--- src/rtl/fan_speed_ctrl_if.sv ---
// Sample/level bus between the temperature sensor front end and fan_speed_ctrl.
// The master drives temperature samples; the slave (controller) returns the fan level and status flags.
interface fan_speed_ctrl_if;
    logic       temp_valid;
    logic [7:0] temp_data;
    logic [2:0] fanspeed;
    logic       over_temp;
    logic       sensor_fault;
    logic       level_chg;

    modport master (
        output temp_valid, temp_data,
        input  fanspeed, over_temp, sensor_fault, level_chg
    );

    modport slave (
        input  temp_valid, temp_data,
        output fanspeed, over_temp, sensor_fault, level_chg
    );
endinterface

--- src/rtl/fan_speed_ctrl.sv ---
// Temperature-to-fan-level controller with hysteresis, dwell, over-temp and sensor-timeout fail-safe.
// Optional macro FAN_RAMP_LIMIT_EN: applied level changes move one step at a time.
//
// state   | meaning
// S_INIT  | after reset, fan at full speed, waiting for the first sample
// S_RUN   | normal threshold/hysteresis/dwell control
// S_FAULT | no sample within TIMEOUT_CYCLES, fan forced to full speed
module fan_speed_ctrl #(
    parameter logic [7:0]  T1             = 8'd40,
    parameter logic [7:0]  T2             = 8'd50,
    parameter logic [7:0]  T3             = 8'd60,
    parameter logic [7:0]  T4             = 8'd70,
    parameter logic [7:0]  T_CRIT         = 8'd85,
    parameter logic [7:0]  HYST           = 8'd3,
    parameter int          DWELL_SAMPLES  = 4,
    parameter logic [23:0] TIMEOUT_CYCLES = 24'd1000000
) (
    input  logic             CLK,
    input  logic             RST,
    fan_speed_ctrl_if.slave  bus
);
    localparam int DW_W = $clog2(DWELL_SAMPLES + 1);

    // Falling thresholds saturate at zero so a small Tk never wraps to a huge value.
    localparam logic [7:0] D1 = (T1 > HYST) ? T1 - HYST : 8'd0;
    localparam logic [7:0] D2 = (T2 > HYST) ? T2 - HYST : 8'd0;
    localparam logic [7:0] D3 = (T3 > HYST) ? T3 - HYST : 8'd0;
    localparam logic [7:0] D4 = (T4 > HYST) ? T4 - HYST : 8'd0;

    typedef enum logic [1:0] {S_INIT, S_RUN, S_FAULT} state_t;
    typedef enum logic [1:0] {DIR_NONE, DIR_UP, DIR_DN} dir_t;

    state_t          state;
    dir_t            dir_q, dir_d;
    logic [DW_W-1:0] dwell_cnt, dwell_d, dwell_inc;
    logic [23:0]     tcnt;
    logic [2:0]      lup, ldn, step_lvl, run_lvl;
    logic            up_c, dn_c, crit, same_dir, apply;

    always_comb begin
        lup = {2'b00, bus.temp_data >= T1} + {2'b00, bus.temp_data >= T2}
            + {2'b00, bus.temp_data >= T3} + {2'b00, bus.temp_data >= T4};
        ldn = {2'b00, bus.temp_data >= D1} + {2'b00, bus.temp_data >= D2}
            + {2'b00, bus.temp_data >= D3} + {2'b00, bus.temp_data >= D4};
        crit      = bus.temp_data >= T_CRIT;
        up_c      = lup > bus.fanspeed;
        dn_c      = !up_c && (ldn < bus.fanspeed);
        same_dir  = (up_c && dir_q == DIR_UP) || (dn_c && dir_q == DIR_DN);
        dwell_inc = same_dir ? dwell_cnt + DW_W'(1) : DW_W'(1);
        apply     = (up_c || dn_c) && (dwell_inc == DW_W'(DWELL_SAMPLES));
`ifdef FAN_RAMP_LIMIT_EN
        step_lvl  = up_c ? bus.fanspeed + 3'd1 : bus.fanspeed - 3'd1;
`else
        step_lvl  = up_c ? lup : ldn;
`endif
        run_lvl = bus.fanspeed;
        dwell_d = '0;
        dir_d   = DIR_NONE;
        if (crit) begin
            run_lvl = 3'd4;
        end else if (apply) begin
            run_lvl = step_lvl;
        end else if (up_c || dn_c) begin
            dwell_d = dwell_inc;
            dir_d   = up_c ? DIR_UP : DIR_DN;
        end
    end

    always_ff @(posedge CLK or posedge RST) begin
        if (RST) begin
            state            <= S_INIT;
            bus.fanspeed     <= 3'd4;
            bus.over_temp    <= 1'b0;
            bus.sensor_fault <= 1'b0;
            bus.level_chg    <= 1'b0;
            dwell_cnt        <= '0;
            dir_q            <= DIR_NONE;
            tcnt             <= '0;
        end else begin
            bus.level_chg <= 1'b0;
            // A sample always wins over the timeout, and is evaluated the same way from any state.
            if (bus.temp_valid) begin
                state            <= S_RUN;
                bus.sensor_fault <= 1'b0;
                tcnt             <= '0;
                bus.over_temp    <= crit;
                bus.fanspeed     <= run_lvl;
                bus.level_chg    <= (run_lvl != bus.fanspeed);
                dwell_cnt        <= dwell_d;
                dir_q            <= dir_d;
            end else if (state != S_FAULT) begin
                if (tcnt == TIMEOUT_CYCLES - 24'd1) begin
                    state            <= S_FAULT;
                    bus.sensor_fault <= 1'b1;
                    bus.fanspeed     <= 3'd4;
                    bus.level_chg    <= (bus.fanspeed != 3'd4);
                    dwell_cnt        <= '0;
                    dir_q            <= DIR_NONE;
                    tcnt             <= '0;
                end else begin
                    tcnt <= tcnt + 24'd1;
                end
            end
        end
    end
endmodule
--- src/flat_wrapper.sv ---
// flat-port wrapper written by rule: the top's interface ports become plain ports
module fan_speed_ctrl_flat 
#(
    parameter logic [7:0]  T1             = 8'd40,
    parameter logic [7:0]  T2             = 8'd50,
    parameter logic [7:0]  T3             = 8'd60,
    parameter logic [7:0]  T4             = 8'd70,
    parameter logic [7:0]  T_CRIT         = 8'd85,
    parameter logic [7:0]  HYST           = 8'd3,
    parameter int          DWELL_SAMPLES  = 4,
    parameter logic [23:0] TIMEOUT_CYCLES = 24'd1000000
)
  (CLK, RST, bus_temp_valid, bus_temp_data, bus_fanspeed, bus_over_temp, bus_sensor_fault, bus_level_chg);
  fan_speed_ctrl_if bus_i ();
  input  logic CLK;
  input  logic RST;
  input wire logic [$bits(bus_i.temp_valid)-1:0] bus_temp_valid;
  input wire logic [$bits(bus_i.temp_data)-1:0] bus_temp_data;
  output wire logic [$bits(bus_i.fanspeed)-1:0] bus_fanspeed;
  output wire logic [$bits(bus_i.over_temp)-1:0] bus_over_temp;
  output wire logic [$bits(bus_i.sensor_fault)-1:0] bus_sensor_fault;
  output wire logic [$bits(bus_i.level_chg)-1:0] bus_level_chg;
  assign bus_i.temp_valid = bus_temp_valid;
  assign bus_i.temp_data = bus_temp_data;
  assign bus_fanspeed = bus_i.fanspeed;
  assign bus_over_temp = bus_i.over_temp;
  assign bus_sensor_fault = bus_i.sensor_fault;
  assign bus_level_chg = bus_i.level_chg;
  fan_speed_ctrl #(.T1(T1), .T2(T2), .T3(T3), .T4(T4), .T_CRIT(T_CRIT), .HYST(HYST), .DWELL_SAMPLES(DWELL_SAMPLES), .TIMEOUT_CYCLES(TIMEOUT_CYCLES)) u_core (.CLK(CLK), .RST(RST), .bus(bus_i));
endmodule
--- config.mk ---
export PLATFORM = sky130hd
export DESIGN_NAME = fan_speed_ctrl_flat
export DESIGN_NICKNAME = d
export VERILOG_FILES = /design/src/rtl/fan_speed_ctrl_if.sv /design/src/rtl/fan_speed_ctrl.sv /design/src/flat_wrapper.sv
export SDC_FILE = /design/constraint.sdc
export NUM_CORES = 1
export LEC_CHECK = 0
export CORE_ASPECT_RATIO = 1.5
export CORE_MARGIN = 4
export CORE_UTILIZATION = 50
export DETAILED_ROUTE_END_ITERATION = 10
export HOLD_SLACK_MARGIN = 0.08
export PLACE_DENSITY = 0.72
export SLEW_MARGIN = 20
export SYNTH_ARGS = -nofsm -noshare
export SYNTH_HDL_FRONTEND = slang
export SYNTH_SLANG_ARGS = --single-unit
--- constraint.sdc ---
create_clock -name CLK -period 2 [get_ports CLK]
set_input_delay 0.2 -clock CLK [delete_from_list [all_inputs] [get_ports CLK]]
set_output_delay 0.2 -clock CLK [all_outputs]
set_load 0.02 [all_outputs]
==> results by group <==
Run status
  – Outcome: complete, but fails checks
  – Failing checks: negative setup slack

Worst setup path
  – CP Class: in2reg
  – Arrival time at the worst endpoint: 2.99 ns
  – Crit path required time: 2.18 ns
  – Nature of the critical path endpoint: flop
  – Worst-path maximum fanout: 4
  – Critical Path Start Type: input port

STA
  – Setup repair after global routing missed its margin: yes
  – Pins Over Slew Limit: 0
  – Setup slack after layout: -0.807 ns
  – Top achievable clock speed: 0.356 GHz
  – Slew at the pin closest to its max-slew limit: 0.601 ns
  – Worst hold margin: 0.305 ns
  – Minimum period implied by the final worst setup slack: 2.81 ns
  – Number of setup violations in the final report: 9
  – Clock skew after layout: 0.00398 ns
  – Slew Limit Headroom: 59.8%
  – Final worst-path cycle share: 140%
  – Number of hold-slack violations in the final timing report: 0

Logic synthesis
  – Proportion of synthesized chip area in sequential cells: 37.7%
  – Mean Syn Cell Area: 9.23 µm²
  – Post-synthesis cell area: 2390 µm²
  – Fraction of registers with async set/reset: 100%
  – Post-Synthesis Net Count: 283
  – Warning count from the yosys run: 0
  – Predominant post-synthesis flop cell: sky130_fd_sc_hd__dfrtp_1
  – Largest area contributor in the synthesized netlist: sky130_fd_sc_hd__dfrtp_1
  – Count of mapped cells out of synthesis: 259
  – Synth Register Bits: 36
  – Proportion of netlist area held by the largest area contributor: 36.6%
  – Number of synthesized flops with an enable pin: 0
  – Count of distinct cell types in the synthesized netlist: 57
  – Cell types with the largest area share after synthesis: sky130_fd_sc_hd__dfrtp_1 37%, sky130_fd_sc_hd__nor2_1 6.3%, sky130_fd_sc_hd__ha_1 5.8%

Power
  – Largest vdd supply drop: 326 µV
  – PD cells: 580 nW/µm²
  – P_leak: 1.42 nW

Detailed routing
  – Count of unresolved DRC violations after routing: 0
  – Number of DRC markers after the initial detailed-route iteration: 95
  – Drt total wl: 5750 µm
  – Drt pass-1 iters: 4
  – Routed wirelength normalized by instance count: 14.4 µm
  – Total vias in the final route: 2,190
  – Drt via density: 5.50
  – Post-route ant nets: 0

Die
  – Die Footprint: 5980 µm²
  – Core region area: 4580 µm²
  – Row cnt: 30
  – Chip Width: 64.5 µm
  – Die Ht: 92.7 µm
  – Effective utilization at floorplan: 52.2%
  – I/O pin count: 17

Global routing
  – Antenna violations before repair: 0
  – Total routing usage reported by global routing: 20.7%
  – Via count of the first global-routing pass: 2,304
  – Maximum number of pins on one net before global-route repair: 37
  – Wire length of the first global-routing pass: 9910 µm
  – GRT overflow: 0

Layout
  – Most frequent cells in the layout: 52 x sky130_fd_sc_hd__buf_4, 38 x sky130_fd_sc_hd__nor2_1, 35 x sky130_fd_sc_hd__dfrtp_1
  – ANT cells: 0
  – Share of post-route cells with drive strength above 1: 31.7%
  – Net count, final: 357
  – Final instance area: 3310 µm²
  – Area Overhead vs Synth: 38.4%
  – Area used by multi-input combinational logic: 1570 µm²
  – Sequential standard cell area: 902 µm²
  – Leading cell type in the layout, fill and taps excluded: sky130_fd_sc_hd__buf_4
  – Final std cells w/o fill: 398
  – Filler Cells Inserted: 366

Placed design
  – Number of I/O port buffers: 16
  – Placed instance area: 3060 µm²
  – Worst slack at placement: -1.60 ns
  – Cell Count Post-Placement: 385
  – Routability-driven placement congestion ratio: 0.955
  – Half-perimeter wire length of the detailed placement result: 4330 µm

Job
  – Max-cap viol count: 0

Clock tree
  – Max Buffers Root-to-Sink: 2
  – Number of buffers created by CTS: 5
  – TritonCTS clock tree: done
  – Later-pin clock latency in the skew report: 0.29 ns
  – Clock slew at reported path FFs: 0.07 ns
  – Number of levels the H-tree was split into: 2
  – Clock net sink count: 36
  – Clock root buffer: sky130_fd_sc_hd__clkbuf_8

Worst hold path
  – Class of the worst hold path: in2async
-- per-stage QoR --
step / setup TNS (ns) / power (mW) / utilization, %
floorplan: -7.38 / 1.04 / -
global placement: -13.14 / 1.23 / 66.8
detailed placement: -13.50 / 1.24 / 66.8
CTS: -6.59 / 1.92 / 71.0
global route: -8.00 / 2.02 / 72.3
finish: -6.80 / 1.92 / 72.3
-- critical path, cell delays in order --
cell and delay, ns:
sky130_fd_sc_hd__buf_8 0.10, sky130_fd_sc_hd__o311ai_4 0.27, sky130_fd_sc_hd__nand2_1 0.09, sky130_fd_sc_hd__ha_1 0.28
sky130_fd_sc_hd__inv_1 0.05, sky130_fd_sc_hd__fa_2 0.33, sky130_fd_sc_hd__inv_2 0.08, sky130_fd_sc_hd__ha_4 0.20
sky130_fd_sc_hd__ha_4 0.21, sky130_fd_sc_hd__nor2b_4 0.13, sky130_fd_sc_hd__o21a_4 0.21, sky130_fd_sc_hd__o2111ai_1 0.20
sky130_fd_sc_hd__o31a_1 0.25, sky130_fd_sc_hd__buf_4 0.15, sky130_fd_sc_hd__nor2_4 0.04, sky130_fd_sc_hd__a22o_1 0.20
-- registers in the layout, summed over array words and instances, names as in the netlist --
| name | flops |
|---|---|
| u_core.dir_q | 2 |
| u_core.state | 2 |
| u_core.bus.level_chg | 1 |
| u_core.bus.fanspeed | 3 |
| u_core.tcnt | 24 |
| u_core.bus.over_temp | 1 |
| u_core.dwell_cnt | 3 |
-- synthesized netlist by cell type (4+ instances only) --
master                     count
sky130_fd_sc_hd__nor3_1       11
sky130_fd_sc_hd__xnor2_1      13
sky130_fd_sc_hd__inv_1        14
sky130_fd_sc_hd__dfrtp_1      35
sky130_fd_sc_hd__nand3_1      13
sky130_fd_sc_hd__a21oi_1       6
sky130_fd_sc_hd__xor2_1       10
sky130_fd_sc_hd__a21o_1        4
sky130_fd_sc_hd__nor2_1       40
sky130_fd_sc_hd__ha_1         11
sky130_fd_sc_hd__nand2b_1      6
sky130_fd_sc_hd__nand2_1      19
sky130_fd_sc_hd__o21ai_0       8
sky130_fd_sc_hd__and2_1        4
-- area by class of cell --
type                    count  share of cell area [%]
clock buffers               6                    2.19
clock inverters             2                    1.06
inverters                  14                    1.59
multi-input cells         205                    47.4
flip-flops and latches     36                    27.3
well taps                  64                    2.42
repair buffers             71                    18.0
-- repair_timing --
item	4_1_cts	5_1_grt
resized for setup	44	9
endpoints found under the setup margin	9	11
hold endpoints to repair	0	0
buffers inserted	3	2
hold buffers	0	0
gates cloned	0	0
pin swaps	13	4
-- path summary, 6_finish.rpt --
kind	to	cells past startpoint	startpoint	slack (ns)
min reg2reg	u_core.dir_q[0]	1	u_core.dir_q[0]	0.51
max	u_core.bus.fanspeed[0]	16	bus_temp_data[3]	-0.81
min in group CLK	u_core.dir_q[0]	1	u_core.dir_q[0]	0.51
max reg2reg	u_core.bus.fanspeed[0]	8	u_core.bus.fanspeed[2]	-0.06
min	u_core.dwell_cnt[2]	3	RST	0.31
max in group asynchronous	u_core.bus.fanspeed[2]	3	RST	1.34
-- cells by family after synthesis --
logic type / count (synthesis) / synth area share [%]
flip-flops: 36 / 37.7
AO/OA/AOI/OAI: 46 / 14.2
XOR/XNOR: 23 / 8.42
adder cells (fa/ha/maj): 13 / 7.43
multiplexers: 4 / 1.73
buffers and inverters: 18 / 3.45
AND/OR/NAND/NOR: 119 / 27.0
-- metal layers --
metal  share of wire, %  GRT usage (%)
met1                 38           22.6
met2                 57           38.5
met3                2.1           2.18
met4                2.9           10.9
met5                  0              0
-- power by group --
group / total, mW / switching, mW / internal [mW]
combinational: 0.530 / 0.248 / 0.281
sequential: 0.759 / 0.0127 / 0.747
clock: 0.630 / 0.260 / 0.370
No activity file was read; power rests on OpenSTA's default activity.
